<file path="config.mk">
export PLATFORM = sky130hd
export DESIGN_NAME = main_control_fsm
export DESIGN_NICKNAME = d
export VERILOG_FILES = /design/src/rtl/mips_ctrl_pkg.sv /design/src/rtl/main_control_outdec.sv /design/src/rtl/main_control_fsm.sv
export SDC_FILE = /design/constraint.sdc
export NUM_CORES = 1
export LEC_CHECK = 0
export BUFFER_PORTS_ARGS = -buffer_cell sky130_fd_sc_hd__buf_2
export CAP_MARGIN = 20
export CORE_UTILIZATION = 43
export CTS_CLUSTER_SIZE = 10
export DETAILED_ROUTE_END_ITERATION = 10
export GPL_TIMING_DRIVEN = 0
export HOLD_SLACK_MARGIN = 0.12
export PLACE_DENSITY = 0.87
export SYNTH_ARGS = -nofsm -noshare
export SYNTH_HDL_FRONTEND = slang
export SYNTH_SLANG_ARGS = --single-unit
</file>
<file path="constraint.sdc">
create_clock -name clk -period 1.5 [get_ports clk]
set_input_delay 0.075 -clock clk [delete_from_list [all_inputs] [get_ports clk]]
set_output_delay 0.075 -clock clk [all_outputs]
set_load 0.005 [all_outputs]
</file>
<file path="src/rtl/mips_ctrl_pkg.sv">
// Shared encodings for the multi-cycle MIPS main control FSM: states, opcodes,
// ALU-op classes, mux selects and the decoded control bundle.
package mips_ctrl_pkg;

  localparam int unsigned STATE_W = 4;
  localparam int unsigned OP_W    = 6;
  localparam int unsigned CTRL_W  = 3;
  localparam int unsigned SEL_W   = 2;

  typedef enum logic [STATE_W-1:0] {
    FETCH   = 4'd0,
    DECODE  = 4'd1,
    MEMADR  = 4'd2,
    MEMRD   = 4'd3,
    MEMWB   = 4'd4,
    MEMWR   = 4'd5,
    RTEXE   = 4'd6,
    RTWB    = 4'd7,
    BEQEX   = 4'd8,
    BNEEX   = 4'd9,
    JEX     = 4'd10,
    ILLEGAL = 4'd11
  } state_e;

  localparam logic [OP_W-1:0] OP_RTYPE = 6'b000000;
  localparam logic [OP_W-1:0] OP_LW    = 6'b100011;
  localparam logic [OP_W-1:0] OP_SW    = 6'b101011;
  localparam logic [OP_W-1:0] OP_BEQ   = 6'b000100;
  localparam logic [OP_W-1:0] OP_BNE   = 6'b000101;
  localparam logic [OP_W-1:0] OP_J     = 6'b000010;

  localparam logic [CTRL_W-1:0] CTRL_RTYPE = 3'b000;
  localparam logic [CTRL_W-1:0] CTRL_LW    = 3'b001;
  localparam logic [CTRL_W-1:0] CTRL_SW    = 3'b010;
  localparam logic [CTRL_W-1:0] CTRL_BEQ   = 3'b011;
  localparam logic [CTRL_W-1:0] CTRL_BNE   = 3'b100;
  localparam logic [CTRL_W-1:0] CTRL_J     = 3'b101;

  localparam logic [SEL_W-1:0] ASB_REG    = 2'b00;
  localparam logic [SEL_W-1:0] ASB_FOUR   = 2'b01;
  localparam logic [SEL_W-1:0] ASB_IMM    = 2'b10;
  localparam logic [SEL_W-1:0] ASB_IMM_SH = 2'b11;

  localparam logic [SEL_W-1:0] PCS_ALU    = 2'b00;
  localparam logic [SEL_W-1:0] PCS_ALUOUT = 2'b01;
  localparam logic [SEL_W-1:0] PCS_JUMP   = 2'b10;

  typedef struct packed {
    logic              pc_write;
    logic              pc_write_cond;
    logic              branch_ne;
    logic              i_or_d;
    logic              mem_read;
    logic              mem_write;
    logic              ir_write;
    logic              mem_to_reg;
    logic              reg_write;
    logic              reg_dst;
    logic              alu_src_a;
    logic [SEL_W-1:0]  alu_src_b;
    logic [SEL_W-1:0]  pc_src;
    logic [CTRL_W-1:0] ctrl;
    logic              illegal_op;
  } ctrl_out_t;

  // Idle bundle: every strobe low, ALU class parked on add.
  function automatic ctrl_out_t ctrl_out_idle();
    ctrl_out_t o;
    o      = '0;
    o.ctrl = CTRL_LW;
    return o;
  endfunction

endpackage

</file>
<file path="src/rtl/main_control_outdec.sv">
// Combinational state-to-control decode for main_control_fsm.
// Optional ILLEGAL-state output is enabled by MAIN_CTRL_ILLEGAL_TRAP_EN.
module main_control_outdec
  import mips_ctrl_pkg::*;
(
  input  logic      rst,
  input  state_e    state,
  input  logic      mem_ready,
  input  logic      is_sw,
  output ctrl_out_t out_c
);

  always_comb begin
    out_c = ctrl_out_idle();
    // Reset overrides the FETCH decode so nothing strobes while held.
    if (!rst) begin
      case (state)
        FETCH: begin
          out_c.mem_read  = 1'b1;
          out_c.alu_src_b = ASB_FOUR;
          out_c.ir_write  = mem_ready;
          out_c.pc_write  = mem_ready;
        end
        DECODE: out_c.alu_src_b = ASB_IMM_SH;
        MEMADR: begin
          out_c.alu_src_a = 1'b1;
          out_c.alu_src_b = ASB_IMM;
          out_c.ctrl      = is_sw ? CTRL_SW : CTRL_LW;
        end
        MEMRD: begin
          out_c.mem_read = 1'b1;
          out_c.i_or_d   = 1'b1;
        end
        MEMWR: begin
          out_c.mem_write = 1'b1;
          out_c.i_or_d    = 1'b1;
        end
        MEMWB: begin
          out_c.reg_write  = 1'b1;
          out_c.mem_to_reg = 1'b1;
        end
        RTEXE: begin
          out_c.alu_src_a = 1'b1;
          out_c.alu_src_b = ASB_REG;
          out_c.ctrl      = CTRL_RTYPE;
        end
        RTWB: begin
          out_c.reg_write = 1'b1;
          out_c.reg_dst   = 1'b1;
        end
        BEQEX, BNEEX: begin
          out_c.alu_src_a     = 1'b1;
          out_c.alu_src_b     = ASB_REG;
          out_c.pc_write_cond = 1'b1;
          out_c.pc_src        = PCS_ALUOUT;
          out_c.ctrl          = (state == BNEEX) ? CTRL_BNE : CTRL_BEQ;
          out_c.branch_ne     = (state == BNEEX);
        end
        JEX: begin
          out_c.ctrl     = CTRL_J;
          out_c.pc_write = 1'b1;
          out_c.pc_src   = PCS_JUMP;
        end
`ifdef MAIN_CTRL_ILLEGAL_TRAP_EN
        ILLEGAL: out_c.illegal_op = 1'b1;
`endif
        default: ;
      endcase
    end
  end

endmodule

</file>
<file path="src/rtl/main_control_fsm.sv">
// Multi-cycle MIPS main control: state register and next-state logic.
// Define MAIN_CTRL_ILLEGAL_TRAP_EN to route unknown opcodes through ILLEGAL.
module main_control_fsm
  import mips_ctrl_pkg::*;
(
  input  logic                 clk,
  input  logic                 rst,
  input  logic [OP_W-1:0]      opcode,
  input  logic                 mem_ready,
  output logic [CTRL_W-1:0]    ctrl,
  output logic                 pc_write,
  output logic                 pc_write_cond,
  output logic                 branch_ne,
  output logic                 i_or_d,
  output logic                 mem_read,
  output logic                 mem_write,
  output logic                 ir_write,
  output logic                 mem_to_reg,
  output logic                 reg_write,
  output logic                 reg_dst,
  output logic                 alu_src_a,
  output logic [SEL_W-1:0]     alu_src_b,
  output logic [SEL_W-1:0]     pc_src,
  output logic [STATE_W-1:0]   state,
  output logic                 illegal_op
);

  state_e    state_q, state_d;
  logic      is_sw_q, is_sw_d;
  ctrl_out_t out_c;

  always_ff @(posedge clk or posedge rst) begin
    if (rst) begin
      state_q <= FETCH;
      is_sw_q <= 1'b0;
    end else begin
      state_q <= state_d;
      is_sw_q <= is_sw_d;
    end
  end

  // Next state; the LW/SW class is captured in DECODE for MEMADR's use.
  always_comb begin
    state_d = state_q;
    is_sw_d = is_sw_q;
    case (state_q)
      FETCH:  if (mem_ready) state_d = DECODE;
      DECODE: begin
        is_sw_d = (opcode == OP_SW);
        case (opcode)
          OP_RTYPE:     state_d = RTEXE;
          OP_LW, OP_SW: state_d = MEMADR;
          OP_BEQ:       state_d = BEQEX;
          OP_BNE:       state_d = BNEEX;
          OP_J:         state_d = JEX;
`ifdef MAIN_CTRL_ILLEGAL_TRAP_EN
          default:      state_d = ILLEGAL;
`else
          default:      state_d = FETCH;
`endif
        endcase
      end
      MEMADR: state_d = is_sw_q ? MEMWR : MEMRD;
      MEMRD:  if (mem_ready) state_d = MEMWB;
      MEMWR:  if (mem_ready) state_d = FETCH;
      RTEXE:  state_d = RTWB;
      default: state_d = FETCH;
    endcase
  end

  main_control_outdec u_outdec (
    .rst       (rst),
    .state     (state_q),
    .mem_ready (mem_ready),
    .is_sw     (is_sw_q),
    .out_c     (out_c)
  );

  assign ctrl          = out_c.ctrl;
  assign pc_write      = out_c.pc_write;
  assign pc_write_cond = out_c.pc_write_cond;
  assign branch_ne     = out_c.branch_ne;
  assign i_or_d        = out_c.i_or_d;
  assign mem_read      = out_c.mem_read;
  assign mem_write     = out_c.mem_write;
  assign ir_write      = out_c.ir_write;
  assign mem_to_reg    = out_c.mem_to_reg;
  assign reg_write     = out_c.reg_write;
  assign reg_dst       = out_c.reg_dst;
  assign alu_src_a     = out_c.alu_src_a;
  assign alu_src_b     = out_c.alu_src_b;
  assign pc_src        = out_c.pc_src;
  assign illegal_op    = out_c.illegal_op;
  assign state         = STATE_W'(state_q);

endmodule

</file>
==> results of run 1 <==
cell type report:
cell class              instances  area, um2
well taps                      14      17.52
plain buffers                   7      56.30
inverters                       4      15.01
repair buffers                 37      214.0
flip-flops and latches          5      130.1
fillers                        94      279.0
clock buffers                   4      26.28
multi-input cells              69      447.9
sequential cells by signal, indices dropped and copies added, names as in the netlist:
name     count
is_sw_q      1
state        4
worst max-delay path, stage by stage (launching register included):
cell                      delay [ps]
sky130_fd_sc_hd__dfrtp_2         420
sky130_fd_sc_hd__buf_6           150
sky130_fd_sc_hd__nor3b_4         190
sky130_fd_sc_hd__a21oi_2          50
sky130_fd_sc_hd__nor4_2          220
sky130_fd_sc_hd__buf_2           160
layout by cell type, fill, tap and decap left out, drive strengths merged, types with 2 or more instances in the layout:
cell type | Yosys | final
a21oi | 3 | 3
clkbuf | 2 | 6
inv | 4 | 4
nor2b | 2 | 2
nand4b | 2 | 2
and3 | 2 | 2
nor4 | 2 | 2
buf | 5 | 40
o21ai | 4 | 4
or3 | 2 | 2
a31oi | 2 | 2
nor3 | 9 | 9
nand2b | 4 | 4
nand2 | 5 | 5
nor3b | 3 | 3
dlygate4sd3 | 0 | 2
nor2 | 15 | 15
dfrtp | 5 | 5
cells by family (layout without fill, tap and decap cells):
group / count (synthesis) / count (layout) / share of synthesized area (%)
AND/OR/NAND/NOR: 51 / 51 / 48.82
AO/OA/AOI/OAI: 15 / 15 / 16.49
buffers and inverters: 11 / 52 / 9.421
flip-flops: 5 / 5 / 21.41
other: 1 / 1 / 0.6418
XOR/XNOR: 1 / 1 / 1.499
multiplexers: 1 / 1 / 1.713
per-layer routing:
layer / up-vias / GRT usage, % / share of wire, %
met5: - / 0 / 0
met4: 0 / 12.07 / 0
met3: 0 / 4.046 / 4.4
met2: 29 / 42.08 / 52
met1: 352 / 26.15 / 43
li1: 382 / - / -
power by group through the flow:
stage / Clock (mW) / Sequential (mW) / Combinational [mW]
6_report: 0.150 / 0.207 / 0.674
4_1_cts: 0.158 / 0.200 / 0.560
5_1_grt: 0.171 / 0.209 / 0.742
2_1_floorplan: 0 / 0.208 / 0.349
3_3_place_gp: 0 / 0.215 / 0.484
3_5_place_dp: 0 / 0.218 / 0.498
how the worst min path moves through the flow:
stage | start | to | slack, ps | cells past startpoint
floorplan | rst | is_sw_q | 50 | 2
global placement | rst | is_sw_q | 110 | 2
detailed placement | rst | is_sw_q | 120 | 2
CTS | opcode[3] | state[3] | 130 | 4
global route | opcode[2] | state[3] | 130 | 3
finish | opcode[2] | state[3] | 140 | 3
metrics by stage:
step	instances	TNS, ps	power (mW)	hold slack (ps)
global placement	128	0	0.6992	113.6
floorplan	85	0	0.5573	46.73
detailed placement	128	0	0.7159	124.1
global route	140	-350.0	1.122	134.6
finish	140	-16.75	1.031	136.8
CTS	137	0	0.9186	129.1
what timing repair did:
action | CTS | global route
pin swaps | 0 | 3
hold endpoints to repair | 6 | 0
hold buffers | 2 | 0
endpoints found under the setup margin | 13 | 12
resized for setup | 7 | 15
setup buffers | 3 | 3
==> parameters.txt, run 1 <==
Parameter                              Value

Floorplanning
  Overall die width    38.86 um
  I/O pin count    32
  Overall die height    38.86 um
  DIE AREA    1510 um2
  Row count    12
  Effective utilization at floorplan    49.26%
  Core area    1186 um2

Synth
  Share of synthesized registers carrying an async set or reset    100.0%
  Average instance area after synthesis    6.874 um2
  Total number of yosys warnings    0
  Top cells by count, synth    15 x sky130_fd_sc_hd__nor2_1, 9 x sky130_fd_sc_hd__nor3_1, 5 x sky130_fd_sc_hd__dfrtp_1, 5 x sky130_fd_sc_hd__nand2_1
  Cell area after synthesis    584.3 um2
  Top cells by area in the synthesized netlist    sky130_fd_sc_hd__dfrtp_1 21%, sky130_fd_sc_hd__nor2_1 9.6%, sky130_fd_sc_hd__nor3_1 7.7%, sky130_fd_sc_hd__nand2b_1 4.3%, sky130_fd_sc_hd__nor4b_4 4.1%
  Largest area contributor in the netlist    sky130_fd_sc_hd__dfrtp_1
  Dominant cell by count in the synthesized netlist    sky130_fd_sc_hd__nor2_1
  Cell count after synthesis    85
  Sequential share of the synthesized area    21.41%
  Number of distinct library cells after synthesis    33
  EDFF count, synth    0
  Post-synth top flop    sky130_fd_sc_hd__dfrtp_1
  Net count after synthesis    94
  Seq cells post-synth    5
  Synth top area share    21.41%

Critical path
  Worst flop-to-flop path endpoint    state[2]
  Setup slack, reg-to-reg    90 ps
  Arr. time, crit path    1440 ps
  Maximum net fanout on the critical path    10
  Type of origin of the critical path    flip-flop
  Data required, critical path    1420 ps
  Worst Setup End Kind    primary output
  R2r startpoint    state[1]
  Timing endpoint of the critical path    pc_write
  Critical Path Start    state[1]
  Register-to-Register Path Depth    4
  Kind of critical path    reg -> out

Route
  Overall via count from detail_route    763
  Routed WL    1.802 mm
  Routed length per instance    12.87 um
  Routed via count divided by cell count    5.450
  Number of DRC markers after the initial detailed-route iteration    16
  DRC violations left    0
  Antenna-violating nets left    0
  Number of detailed-route iterations in the first pass    4

Cells and area
  Final core utilization    76.48%
  Final-stage net count    136
  Antenna Cells    0
  Design Area, Final    907.1 um2
  Area growth from synthesis to layout    55.25%
  Layout cell share with drive strength beyond 1    46.03%

Power
  Sw Pwr    0.4366 mW
  Internal power    0.5947 mW
  Fraction of power consumed by sequential logic    20.1%
  Sw frac    42.33%
  Portion of total power attributed to the clock network    14.5%
  PwrDens    1137 nW/um2
  Combinational cell fraction of total power    65.4%
  Worst vdd rail ir drop    0.0007187 V
  Static leakage power    0.4536 nW

Global route
  Overall Global Routing Usage    23.56%
  First-pass GRT wire length    2.449 mm
  Via count of the first global-routing pass    601
  Grt total ovfl    0
  Number of antenna violations at the first check in global routing    0
  Pin count of the biggest net entering global routing    11

Clocking
  Reg clk slew, reported paths    40 ps
  Clock latency of the later-clocked register in the worst-skew pair    240 ps
  CTS tree    built
  Number of buffers on the longest clock path    2
  Cell at the root of the clock tree    sky130_fd_sc_hd__clkbuf_4
  H-tree depth    1
  CTS buffer count    3
  CTS Sinks    5

Run
  # Max-Cap Violations    0

Place
  Worst Setup Slack post-DPL    75.30 ps
  Post-Place Cell Area    747.0 um2
  Total of buffers placed on input and output ports    29
  Sum of net half-perimeters after detailed placement    1.172 mm
  Last weighted congestion value of the routability-driven placer    0.8388

Outcome
  Outcome    finished, violations left
  Violations in the final reports    negative setup slack

STA
  Endpoints failing setup    1
  Maximum clock rate    659.3 MHz
  Slack of the critical path    -16.75 ps
  Clock skew    1.970 ps
  RSZ-0062 raised after global routing    yes
  Clock period minus final worst setup slack    1517 ps
  Final max-slew violation count    0
  Final Hold Vio Count    0
  Final worst path period share    101.1%

Min path
  Min-Delay Path Class    in -> reg
(Power assumes the default switching activity.)
==> inputs of run 2 (changes only) <==
--- a/config.mk
+++ b/config.mk
@@ -7,12 +7,14 @@
 export LEC_CHECK = 0
 export BUFFER_PORTS_ARGS = -buffer_cell sky130_fd_sc_hd__buf_2
 export CAP_MARGIN = 20
-export CORE_UTILIZATION = 43
+export CORE_UTILIZATION = 44
 export CTS_CLUSTER_SIZE = 10
 export DETAILED_ROUTE_END_ITERATION = 10
 export GPL_TIMING_DRIVEN = 0
 export HOLD_SLACK_MARGIN = 0.12
-export PLACE_DENSITY = 0.87
+export PLACE_DENSITY = 0.86
+export REMOVE_ABC_BUFFERS = 1
 export SYNTH_ARGS = -nofsm -noshare
 export SYNTH_HDL_FRONTEND = slang
+export SYNTH_HIERARCHICAL = 1
 export SYNTH_SLANG_ARGS = --single-unit
==> run 2 against run 1 <==
The flow still finishes with violations (negative setup slack). Clock power increased by 6%. Critical endpoint is now ctrl[0]. Largest cell class unchanged. Sequential power rose by 4%. Utilization fell by 2.9 points. Clock skew up 3.3 ps. Synthesized area is 10% higher. Largest power group unchanged.
==> parameters.txt, run 2 <==
Parameter                              Value

Cells and area
  Number of flip-flops in the largest register    4
  Commonest cells after routing, fill and taps aside    31 x sky130_fd_sc_hd__buf_2, 13 x sky130_fd_sc_hd__nor2_1, 10 x sky130_fd_sc_hd__buf_4, 4 x sky130_fd_sc_hd__nor3_1
  Fill count    98
  Antenna Cells    0
  Layout cell share with drive strength beyond 1    53.54%
  Final core utilization    73.55%
  Area growth from synthesis to layout    52.23%
  Sequential Area    132.6 um2
  Final-stage net count    137
  Most frequent standard cell in the layout excluding fill and tap cells    sky130_fd_sc_hd__buf_2
  Design Area, Final    980.9 um2
  Area occupied by multi-input gates    509.2 um2

Critical path
  Maximum net fanout on the critical path    7
  Timing endpoint of the critical path    ctrl[0]
  Type of origin of the critical path    flip-flop
  Critical Path Start    state[3]
  Data required, critical path    1420 ps
  Worst flop-to-flop path endpoint    state[2]
  Kind of critical path    reg -> out
  Worst Setup End Kind    primary output
  Register-to-Register Path Depth    4
  Setup slack, reg-to-reg    -10 ps
  R2r startpoint    state[2]
  Arr. time, crit path    1510 ps

Synth
  Share of synthesized registers carrying an async set or reset    100.0%
  EDFF count, synth    0
  Cell count after synthesis    82
  Top cells by area in the synthesized netlist    sky130_fd_sc_hd__dfrtp_1 19%, sky130_fd_sc_hd__nor2_1 7.6%, sky130_fd_sc_hd__nor3_1 4.7%, sky130_fd_sc_hd__and2b_2 4.1%, sky130_fd_sc_hd__or3b_2 4.1%
  Largest area contributor in the netlist    sky130_fd_sc_hd__dfrtp_1
  Synth top area share    19.42%
  Cell area after synthesis    644.4 um2
  Average instance area after synthesis    7.858 um2
  Top cells by count, synth    13 x sky130_fd_sc_hd__nor2_1, 6 x sky130_fd_sc_hd__nor3_1, 5 x sky130_fd_sc_hd__dfrtp_1
  Seq cells post-synth    5
  Total number of yosys warnings    6
  Number of distinct library cells after synthesis    39
  Sequential share of the synthesized area    19.42%
  Dominant cell by count in the synthesized netlist    sky130_fd_sc_hd__nor2_1
  Post-synth top flop    sky130_fd_sc_hd__dfrtp_1

Outcome
  Violations in the final reports    negative setup slack
  Outcome    finished, violations left

Global route
  Number of antenna violations at the first check in global routing    0
  First-pass GRT wire length    2.587 mm
  Via count of the first global-routing pass    625
  Pin count of the biggest net entering global routing    13
  Grt total ovfl    0
  Overall Global Routing Usage    23.94%

Route
  Number of detailed-route iterations in the first pass    4
  Routed WL    1.822 mm
  Overall via count from detail_route    816
  Antenna-violating nets left    0
  Routed length per instance    12.83 um
  Routed via count divided by cell count    5.746
  DRC violations left    0
  Number of DRC markers after the initial detailed-route iteration    15

Clocking
  Number of buffers on the longest clock path    2
  CTS tree    built
  Reg clk slew, reported paths    40 ps
  CTS buffer count    3
  Cell at the root of the clock tree    sky130_fd_sc_hd__clkbuf_4
  H-tree depth    1
  CTS Sinks    5
  Clock latency of the later-clocked register in the worst-skew pair    250 ps

Floorplanning
  Core area    1334 um2
  Row count    13
  Overall die width    40.27 um
  Effective utilization at floorplan    48.31%
  Overall die height    40.27 um
  I/O pin count    32
  DIE AREA    1622 um2

STA
  Slack of the critical path    -88.41 ps
  Clock skew    5.241 ps
  Clock period minus final worst setup slack    1588 ps
  Final worst path period share    105.9%
  Worst hold margin    114.1 ps
  Maximum clock rate    629.6 MHz
  Final Hold Vio Count    0
  Final max-slew violation count    0
  Endpoints failing setup    8
  RSZ-0062 raised after global routing    yes

Power
  Sw frac    41.83%
  Fraction of power consumed by sequential logic    20.0%
  Static leakage power    0.4647 nW
  Worst vdd rail ir drop    0.0005523 V
  Portion of total power attributed to the clock network    14.8%
  Sw Pwr    0.4504 mW
  PwrDens    1098 nW/um2
  Internal power    0.6263 mW
  Combinational cell fraction of total power    65.2%

Place
  Last weighted congestion value of the routability-driven placer    0.7722
  Total of buffers placed on input and output ports    30
  Sum of net half-perimeters after detailed placement    996.1 um
  Post-Place Cell Area    777.0 um2
  Worst Setup Slack post-DPL    -231.4 ps

Run
  # Max-Cap Violations    0

Min path
  Min-Delay Path Class    in -> reg
-- run 2: cell types whose count changed after synthesis, sizes merged, moves of 2 or more --
| cell | change |
|---|---|
| or3b | +5 |
| nor3 | -3 |
| and2b | +2 |
| and3 | -2 |
| clkbuf | -2 |
| nand2 | -2 |
| nor2 | -2 |
| nor4b | +2 |
-- run 2: layout make-up --
class,count,share of cell area (%)
Sequential cell,5,13.52
Timing Repair Buffer,46,28.83
Tap cell,15,1.913
Inverter,3,1.148
Multi-Input combinational cell,69,51.91
Clock buffer,4,2.679
-- run 2: kinds of logic after synthesis --
kind of cell           after synthesis  synth area share (%)
AND/OR/NAND/NOR                     49                 50.69
other                                1                0.5820
buffers and inverters                8                 7.378
XOR/XNOR                             3                 4.078
multiplexers                         3                 4.854
AO/OA/AOI/OAI                       13                 13.01
flip-flops                           5                 19.42
-- run 2: power groups by stage --
| stage | Sequential (mW) | Combinational (mW) | Clock [mW] |
|---|---|---|---|
| after global placement | 0.306 | 0.415 | 0 |
| after global routing | 0.221 | 0.765 | 0.167 |
| after CTS | 0.209 | 0.675 | 0.157 |
| after detailed placement | 0.311 | 0.428 | 0 |
| final | 0.215 | 0.702 | 0.159 |
| after floorplan | 0.280 | 0.302 | 0 |
-- run 2: repair_timing --
item / CTS / global route
gates resized for setup: 12 / 5
hold buffers: 3 / 0
gates cloned: 0 / 0
pin swaps: 0 / 2
endpoints found under the setup margin: 22 / 17
hold endpoints to repair: 6 / 0
buffers inserted: 13 / 0
-- run 2: per-stage QoR --
stage / setup TNS, ps / std cells / total power, mW
6_report: -369.5 / 142 / 1.077
5_1_grt: -1269 / 142 / 1.153
2_1_floorplan: -96.75 / 77 / 0.5813
4_1_cts: -246.5 / 142 / 1.041
3_5_place_dp: -946.7 / 122 / 0.7389
3_3_place_gp: -755.3 / 122 / 0.7214
-- run 2: worst min-delay path by stage --
stage / start / endpoint / slack [ps] / cells after the start
floorplan: rst / is_sw_q / -150 / 1
global placement: rst / state[0] / 40 / 2
detailed placement: rst / state[0] / 40 / 2
CTS: opcode[4] / state[3] / 120 / 3
global route: opcode[4] / state[3] / 140 / 3
finish: opcode[4] / state[3] / 110 / 3
-- run 2: metal layers --
metal	wire, um	up-vias	global-route usage (%)
li1	-	383	-
met1	713	384	25.93
met2	975	45	44.35
met3	115	4	2.778
met4	17	0	13.33
met5	0	-	0
-- run 2: critical path: stages, from the launching register on --
cell	delay, ps
sky130_fd_sc_hd__dfrtp_2	420
sky130_fd_sc_hd__buf_6	130
sky130_fd_sc_hd__or3b_4	390
sky130_fd_sc_hd__o22a_1	210
sky130_fd_sc_hd__buf_2	120
==> inputs of run 3 (changes only) <==
--- a/config.mk
+++ b/config.mk
@@ -13,6 +13,7 @@
 export GPL_TIMING_DRIVEN = 0
 export HOLD_SLACK_MARGIN = 0.12
 export PLACE_DENSITY = 0.86
+export RECOVER_POWER = 50
 export REMOVE_ABC_BUFFERS = 1
 export SYNTH_ARGS = -nofsm -noshare
 export SYNTH_HDL_FRONTEND = slang
==> run 3 against run 2 <==
The flow still finishes with violations (negative setup slack). Largest cell class unchanged. Hold slack about the same. Cell area down 0.13%. Sequential cell count unchanged. Setup slack better by 2.6 ps. Critical path depth unchanged. Power about the same. Count of clock-buffer cells in the layout unchanged. Register-to-register slack about the same.
==> parameters.txt, run 3 (synthesis gave the netlist of run 2 again) <==
Parameter                              Value

Cells and area
  Final-stage net count    137
  Antenna Cells    0
  Design Area, Final    979.7 um2
  Area growth from synthesis to layout    52.04%
  Number of flip-flops in the largest register    4
  Layout cell share with drive strength beyond 1    52.76%
  Fill count    98
  Commonest cells after routing, fill and taps aside    30 x sky130_fd_sc_hd__buf_2, 13 x sky130_fd_sc_hd__nor2_1, 10 x sky130_fd_sc_hd__buf_4, 4 x sky130_fd_sc_hd__nor3_1
  Most frequent standard cell in the layout excluding fill and tap cells    sky130_fd_sc_hd__buf_2
  Fin cells    142

Min path
  Min-Delay Path Class    in -> reg

Clocking
  CTS Sinks    5
  CTS tree    built
  Cell at the root of the clock tree    sky130_fd_sc_hd__clkbuf_4
  H-tree depth    1
  Reg clk slew, reported paths    40 ps
  Clock latency of the later-clocked register in the worst-skew pair    250 ps
  CTS buffer count    3
  Number of buffers on the longest clock path    2

Floorplanning
  Effective utilization at floorplan    48.31%
  Row count    13
  DIE AREA    1622 um2
  Overall die width    40.27 um
  I/O pin count    32
  Core area    1334 um2
  Overall die height    40.27 um

Global route
  Pin count of the biggest net entering global routing    13
  Via count of the first global-routing pass    625
  Overall Global Routing Usage    23.94%
  Number of antenna violations at the first check in global routing    0
  First-pass GRT wire length    2.587 mm
  Grt total ovfl    0

Place
  Total of buffers placed on input and output ports    30
  Sum of net half-perimeters after detailed placement    996.1 um
  Last weighted congestion value of the routability-driven placer    0.7722
  Post-placement cell count    122
  Post-Place Cell Area    777.0 um2
  Worst Setup Slack post-DPL    -231.4 ps

Run
  # Max-Cap Violations    0

Outcome
  Outcome    finished, violations left
  Violations in the final reports    negative setup slack

Critical path
  Bufs and invs on worst path    2
  Arr. time, crit path    1510 ps
  Longest individual stage delay on the worst path    420 ps
  Cell with the biggest individual delay on the critical path    sky130_fd_sc_hd__dfrtp_2
  Kind of cell with the highest combined delay on the critical path    flip-flops
  Ordered cell list for the critical path    buf_6 > or3b_4 > o22a_1 > buf_2
  Data required, critical path    1420 ps
  Worst Setup End Kind    primary output
  Kind of critical path    reg -> out
  Type of origin of the critical path    flip-flop
  Maximum net fanout on the critical path    7

Power
  Post-layout power    1.076 mW
  PwrDens    1099 nW/um2
  Worst vdd rail ir drop    0.0005513 V
  Static leakage power    0.4620 nW

STA
  Final worst path period share    105.7%
  Final Hold Vio Count    0
  Total negative setup slack    -375.1 ps
  Final max-slew violation count    0
  Maximum clock rate    630.6 MHz
  RSZ-0062 raised after global routing    yes
  Clock skew    5.180 ps
  Slack of the critical path    -85.84 ps
  Clock period minus final worst setup slack    1586 ps
  Endpoints failing setup    6

Route
  Overall via count from detail_route    805
  DRC violations left    0
  Number of detailed-route iterations in the first pass    4
  Antenna-violating nets left    0
  Number of DRC markers after the initial detailed-route iteration    15
  Routed via count divided by cell count    5.669
  Routed length per instance    12.73 um
  Routed WL    1.808 mm
## run 3: cell count changes in the layout (fill, tap and decap cells not counted), sizes merged
cell,delta
buf,-1
clkbuf,+1
## run 3: worst register-to-register path, stage by stage, from the launching register on
cell and delay, ps:
sky130_fd_sc_hd__dfrtp_2 470, sky130_fd_sc_hd__buf_4 190, sky130_fd_sc_hd__nor4b_4 280, sky130_fd_sc_hd__nand4b_1 140, sky130_fd_sc_hd__a311oi_2 320
## run 3: worst paths after layout
path	cells past startpoint	slack, ps	startpoint	end
worst max register to register	4	-10	state[2]	state[2]
min in group asynchronous	3	450	rst	is_sw_q
max in group asynchronous	3	860	rst	state[1]
worst max-delay path	4	-90	state[3]	ctrl[0]
worst min-delay path	3	110	opcode[4]	state[3]
worst min register to register	2	630	is_sw_q	is_sw_q
## run 3: power by group
| part | switching (mW) | total (mW) | internal [mW] |
|---|---|---|---|
| clock network | 0.0587 | 0.159 | 0.101 |
| registers | 0.0441 | 0.216 | 0.172 |
| logic | 0.348 | 0.701 | 0.353 |
| total | 0.451 | 1.08 | 0.626 |
## run 3: metal layers
metal  global-route usage [%]  routed length, um  share of wire, %
met1                    25.93                706                39
met3                    2.778                 98               5.4
met4                    13.33                 17              0.94
met5                        0                  0                 0
met2                    44.35                986                55
## run 3: cell type report
class | instances | area, um2 | share of cell area [%]
clock buffers | 4 | 26.28 | 2.682
inverters | 3 | 11.26 | 1.149
multi-input cells | 69 | 509.2 | 51.98
flip-flops and latches | 5 | 132.6 | 13.54
well taps | 15 | 18.77 | 1.916
repair buffers | 46 | 281.5 | 28.74
## run 3: what timing repair did
action | 4_1_cts | 5_1_grt
setup buffers | 13 | 0
hold buffers | 3 | 0
hold endpoints to repair | 6 | 0
gates resized for setup | 12 | 5
pin swaps | 0 | 2
setup endpoints to repair | 22 | 17
## run 3: per-stage QoR
step / hold slack [ps] / utilization, %
final: 114.0 / 73.45
after CTS: 121.8 / 71.86
after floorplan: -146.5 / -
after detailed placement: 38.36 / 58.26
after global routing: 138.5 / 73.45
after global placement: 36.01 / 58.26
